[config.mk]
export PLATFORM = sky130hd
export DESIGN_NAME = seq_task_dispatcher
export DESIGN_NICKNAME = d
export VERILOG_FILES = /design/src/rtl/seq_task_dispatcher.sv
export SDC_FILE = /design/constraint.sdc
export NUM_CORES = 1
export LEC_CHECK = 0
export BUFFER_PORTS_ARGS = -buffer_cell sky130_fd_sc_hd__buf_2
export CORE_ASPECT_RATIO = 1.25
export CORE_MARGIN = 1
export CORE_UTILIZATION = 40
export DETAILED_ROUTE_END_ITERATION = 12
export HOLD_SLACK_MARGIN = 0.06
export PLACE_DENSITY = 0.66
export SYNTH_ARGS = -nofsm -noshare
export SYNTH_HDL_FRONTEND = slang
export SYNTH_SLANG_ARGS = --single-unit
[constraint.sdc]
create_clock -name clk -period 1.8 [get_ports clk]
set_input_delay 0.18 -clock clk [delete_from_list [all_inputs] [get_ports clk]]
set_output_delay 0.18 -clock clk [all_outputs]
set_load 0.01 [all_outputs]
[src/rtl/seq_task_dispatcher.sv]
// Command-driven sequencer granting exclusive run enable to NUM_TASKS tasks in index order.
// Supports single/continuous passes, abort, per-task watchdog, one-cycle handover gap, pass counter.
module seq_task_dispatcher #(
  parameter int          NUM_TASKS  = 2,
  parameter logic [7:0]  CMD_SINGLE = 8'd98,
  parameter logic [7:0]  CMD_CONT   = 8'd99,
  parameter logic [7:0]  CMD_ABORT  = 8'd115,
  parameter logic [23:0] TIMEOUT    = 24'd0
) (
  input  logic                 clk,
  input  logic                 rst_n,
  input  logic [7:0]           rx_data,
  input  logic                 rx_data_fresh,
  input  logic [NUM_TASKS-1:0] done,
  output logic [NUM_TASKS-1:0] grant,
  output logic                 busy,
  output logic                 cont_mode,
  output logic                 pass_done,
  output logic [15:0]          pass_count,
  output logic                 timeout_err
);

  localparam int IDX_W = (NUM_TASKS > 1) ? $clog2(NUM_TASKS) : 1;
  localparam logic [IDX_W-1:0] LAST_IDX = IDX_W'(NUM_TASKS - 1);

  typedef enum logic [1:0] {
    ST_IDLE = 2'd0,
    ST_RUN  = 2'd1,
    ST_GAP  = 2'd2
  } state_t;

  state_t                state_q, state_d;
  logic [IDX_W-1:0]      idx_q, idx_d;
  logic [NUM_TASKS-1:0]  grant_q, grant_d;
  logic                  busy_q, busy_d;
  logic                  cont_q, cont_d;
  logic                  pass_done_q, pass_done_d;
  logic [15:0]           pass_count_q, pass_count_d;
  logic                  terr_q, terr_d;
  logic [23:0]           wdog_q, wdog_d;

  logic cmd_single, cmd_cont, cmd_abort;
  logic task_done, wdog_expired;

  assign cmd_single   = rx_data_fresh && (rx_data == CMD_SINGLE);
  assign cmd_cont     = rx_data_fresh && (rx_data == CMD_CONT);
  assign cmd_abort    = rx_data_fresh && (rx_data == CMD_ABORT);
  assign task_done    = done[idx_q];
  assign wdog_expired = (TIMEOUT != 24'd0) && (wdog_q == (TIMEOUT - 24'd1));

  always_comb begin
    state_d      = state_q;
    idx_d        = idx_q;
    cont_d       = cont_q;
    pass_done_d  = 1'b0;
    pass_count_d = pass_count_q;
    terr_d       = terr_q;
    wdog_d       = 24'd0;

    case (state_q)
      ST_IDLE: begin
        if (cmd_single || cmd_cont) begin
          state_d = ST_RUN;
          idx_d   = '0;
          cont_d  = cmd_cont;
          terr_d  = 1'b0;
        end
      end

      ST_RUN: begin
        // Mode commands land first so a same-cycle last done sees the updated mode.
        if (cmd_cont)   cont_d = 1'b1;
        if (cmd_single) cont_d = 1'b0;

        if (cmd_abort) begin
          state_d = ST_IDLE;
          cont_d  = 1'b0;
        end else if (task_done) begin
          if (idx_q != LAST_IDX) begin
            state_d = ST_GAP;
            idx_d   = idx_q + 1'b1;
          end else begin
            pass_done_d  = 1'b1;
            pass_count_d = pass_count_q + 16'd1;
            idx_d        = '0;
            state_d      = cont_d ? ST_GAP : ST_IDLE;
          end
        end else if (wdog_expired) begin
          state_d = ST_IDLE;
          terr_d  = 1'b1;
          cont_d  = 1'b0;
        end else begin
          wdog_d = wdog_q + 24'd1;
        end
      end

      ST_GAP: begin
        if (cmd_cont)   cont_d = 1'b1;
        if (cmd_single) cont_d = 1'b0;

        if (cmd_abort) begin
          state_d = ST_IDLE;
          cont_d  = 1'b0;
        end else begin
          state_d = ST_RUN;
        end
      end

      default: begin
        state_d = ST_IDLE;
        cont_d  = 1'b0;
      end
    endcase

    grant_d = '0;
    if (state_d == ST_RUN) grant_d[idx_d] = 1'b1;
    busy_d = (state_d != ST_IDLE);
  end

  always_ff @(posedge clk or negedge rst_n) begin
    if (!rst_n) begin
      state_q      <= ST_IDLE;
      idx_q        <= '0;
      grant_q      <= '0;
      busy_q       <= 1'b0;
      cont_q       <= 1'b0;
      pass_done_q  <= 1'b0;
      pass_count_q <= 16'd0;
      terr_q       <= 1'b0;
      wdog_q       <= 24'd0;
    end else begin
      state_q      <= state_d;
      idx_q        <= idx_d;
      grant_q      <= grant_d;
      busy_q       <= busy_d;
      cont_q       <= cont_d;
      pass_done_q  <= pass_done_d;
      pass_count_q <= pass_count_d;
      terr_q       <= terr_d;
      wdog_q       <= wdog_d;
    end
  end

  assign grant       = grant_q;
  assign busy        = busy_q;
  assign cont_mode   = cont_q;
  assign pass_done   = pass_done_q;
  assign pass_count  = pass_count_q;
  assign timeout_err = terr_q;

endmodule
==> summary.md <==
| Metric | Value |
|---|---|
| Total grt overflow | `0` |
| Post-Synth Adder-Cell Area | `5.769%` |
| Hold Path Cell Cnt | `4` |
| Vias after detailed routing | `1070` |
| Number of port buffers | `33` |
| Diodes inserted | `0` |
| Die area | `3487 um2` |
| Clock Power Share | `14.2%` |
| Arrival time at the worst endpoint | `1960 ps` |
| Hold Vio Cnt, Final | `0` |
| Yosys reg bits | `24` |
| Register area share after synthesis | `46.15%` |
| P per Cell Area | `986.6 nW/um2` |
| Starting Density | `42.98%` |
| Yosys warns | `0` |
| Post-synthesis simple-gate area fraction | `19.62%` |
| Post-placement cell area | `1549 um2` |
| Most common cell in the netlist | `dfrtp_1` |
| Fin Hold WS | `331.3 ps` |
| DR top layer | `met4` |
| Largest family of logic cells by synthesized area | `simple AND/OR/NAND/NOR gates` |
| Gate power share | `40.9%` |
| Critical path's top delay family | `flip-flops` |
| Final Instance Area | `1600 um2` |
| Leading area contributor after synthesis | `dfrtp_1` |
| Tmin final | `1719 ps` |
| Largest net degree at the start of global routing | `25` |
| # rows | `22` |
| Cell Int Power | `996.7 uW` |
| Worst min-delay path class | `input pin to flip-flop` |
| Final core occ | `52.85%` |
| Complex-gate fraction of the synthesized area | `12.50%` |
| Cells along the critical path | `ha_4, nand3_1, a41oi_2, buf_4, nand4_1, nor2_1, xor2_1` |
| Clk_lat worst skew | `300 ps` |
| Final Wtd Congestion | `0.7763` |
| Core area | `3028 um2` |
| Net count, final | `182` |
| Area share of the largest cell type after synthesis | `46.15%` |
| Post-route DRC | `0` |
| Period utilization | `95.47%` |
| Clock tree root buffer cell | `clkbuf_4` |
| Outcome | `finished, final reports clean` |
| Setup bufs post-CTS | `0` |
| Antenna-violating nets left | `0` |
| Synthesized area | `1301 um2` |
| Die width | `53.02 um` |
| Initial antenna violation count | `0` |
| CTS tree | `yes` |
| Mapped Cells | `119` |
| H-tree depth | `1` |
| Layout cell share with drive strength beyond 1 | `34.16%` |
| First-pass GRT wire length | `4133 um` |
| Pre-antenna DRT Iters | `4` |
| RSZ-0062 raised after global routing | `yes` |
| R2R depth | `7` |
| Setup TNS Final | `0 ps` |
| Endpoints failing setup | `0` |
| P_sw | `582.2 uW` |
| Post-synth ARST share | `100.0%` |
| Placed insts | `193` |
| Post-Syn Nets | `138` |
| Slew Limit Fails | `0` |
| Total Wirelength | `2592 um` |
| Main synth FF type | `dfrtp_1` |
| Pleak | `0.8199 nW` |
| Vias in the first global route | `984` |
| Hold EP | `pass_count[8]` |
| Kind of critical path | `flip-flop to flip-flop` |
| Post-synthesis mux area share | `2.404%` |
| WP data required | `2040 ps` |
| Iteration-0 DRC Markers | `22` |
| WP buf/inv | `1` |
| Internal reg-to-reg setup slack | `80 ps` |
| Worst r2r dst | `pass_count[6]` |
| Number of flops mapped to enable cells by yosys | `0` |
| CTS max path bufs | `2` |
| Syn avg cell area | `10.93 um2` |
| # IOs | `35` |
| Post-Route Skew | `2.630 ps` |
| Xor-xnor portion of the synthesized cell area | `10.10%` |
| DR vias/cell | `5.431` |
| Gr usage total | `16.03%` |
| Worst slew pin tran | `516.5 ps` |
| Finished Layout Cells | `197` |
| Crit-path slowest cell | `dfrtp_1` |
| Crit. End Element | `flip-flop` |
| CP Launch Type | `flip-flop` |
| Num CTS Buffers | `3` |
| Area Growth Syn to Fin | `22.98%` |
| Hold_sp | `done[1]` |
| Rel. slew slack | `65.56%` |
| MaxCap Viol Count | `0` |
| Worst r2r src | `state_q[0]` |
| Clock Sinks | `24` |
| Largest stage delay, worst path | `500 ps` |
| Clk slew on worst S/H paths | `120 ps` |
| Synth cell count leaders | `dfrtp_1, xnor2_1, inv_1, nand3_1` |
| Sequential share of power | `44.9%` |
| Sw Ratio | `36.87%` |
| Main area contributors after synthesis | `dfrtp_1, xnor2_1, ha_1` |
| Fmax | `581.9 MHz` |
| HPWL after DPL | `2059 um` |
| Die H | `65.77 um` |
| Met3 wire length | `109 um` |
| Post-Route M1 WL | `1135 um` |
| Wire length on met2 | `1295 um` |
| Yosys cell types | `39` |
| Peak supply drop | `0.0005096 V` |
| Crit Path Max Fanout | `5` |
| Drt wl/cell | `13.16 um` |
-- routing by layer --
metal  GRT usage, %  vias up
met5              0        -
met4          6.908        0
met3          2.069        6
met2          27.69       36
met1          19.42      513
li1               -      515
-- sequential cells by signal, indices dropped and copies added (netlist names) --
| signal | cells |
|---|---|
| pass_count | 16 |
| grant | 2 |
| state_q | 2 |
| busy | 1 |
| cont_mode | 1 |
| idx_q | 1 |
| pass_done | 1 |
-- through the flow --
step,setup WS (ps),total power [mW]
2_1_floorplan,61.54,1.117
3_3_place_gp,24.58,1.312
3_5_place_dp,-1.047,1.334
4_1_cts,30.15,1.566
5_1_grt,-55.32,1.679
6_report,81.47,1.579
-- logic make-up (layout without fill, tap and decap cells) --
family,count (synthesis),after routing
AOI/OAI and AO/OA,20,20
xor gates and xnor gates,15,15
adders and majority gates,6,6
buffers and inverters,10,52
DFF,24,24
muxes,3,3
other,1,1
and+or+nand+nor,40,40
-- cell type report --
cell class,count,area (um2)
Clock buffer,3,22.52
Fill cell,290,1428
Timing Repair Buffer,40,220.2
Inverter,9,33.78
Multi-Input combinational cell,85,678.2
Sequential cell,24,600.6
Tap cell,36,45.04
-- worst max-delay path by stage --
stage,start,to,slack [ps],cells past startpoint
5_1_grt,state_q[1],pass_count[6],-60,8
3_5_place_dp,state_q[1],pass_count[6],-1,8
6_report,state_q[0],pass_count[6],80,7
3_3_place_gp,state_q[1],pass_count[6],20,8
4_1_cts,state_q[1],pass_count[6],30,8
2_1_floorplan,state_q[1],pass_count[13],60,7
-- tightest hold or removal path, delay by kind of cell --
kind / cells / cell delay, ps
buffers and inverters: 1 / 120
AND/OR/NAND/NOR: 2 / 170
XOR/XNOR: 1 / 140
-- what timing repair did --
action | CTS | global route
setup endpoints to repair | 1 | 6
resized for setup | 1 | 2
hold buffers | 1 | 0
hold endpoints to repair | 24 | 0
-- power by group through the flow --
stage	sequential (mW)	combinational (mW)	clock, mW
floorplan	0.744	0.373	0
global placement	0.708	0.604	0
detailed placement	0.714	0.620	0
CTS	0.703	0.630	0.233
global route	0.719	0.707	0.253
finish	0.709	0.645	0.224
-- placed cells by master (no fill, tap or decap), types with 2 or more instances in the layout --
cell type | netlist | layout
buf_2 | 0 | 33
dfrtp_1 | 24 | 24
xnor2_1 | 11 | 11
inv_1 | 9 | 9
nand3_1 | 9 | 9
nor2_1 | 6 | 6
buf_4 | 1 | 6
nand2_1 | 5 | 5
nand4_1 | 5 | 5
ha_1 | 6 | 5
a31oi_1 | 5 | 4
xor2_1 | 4 | 4
and3_1 | 3 | 3
clkbuf_4 | 0 | 3
mux2i_1 | 2 | 2
a211oi_1 | 2 | 2
o21ai_0 | 2 | 2
a21o_1 | 2 | 2
(Power assumes the default switching activity.)
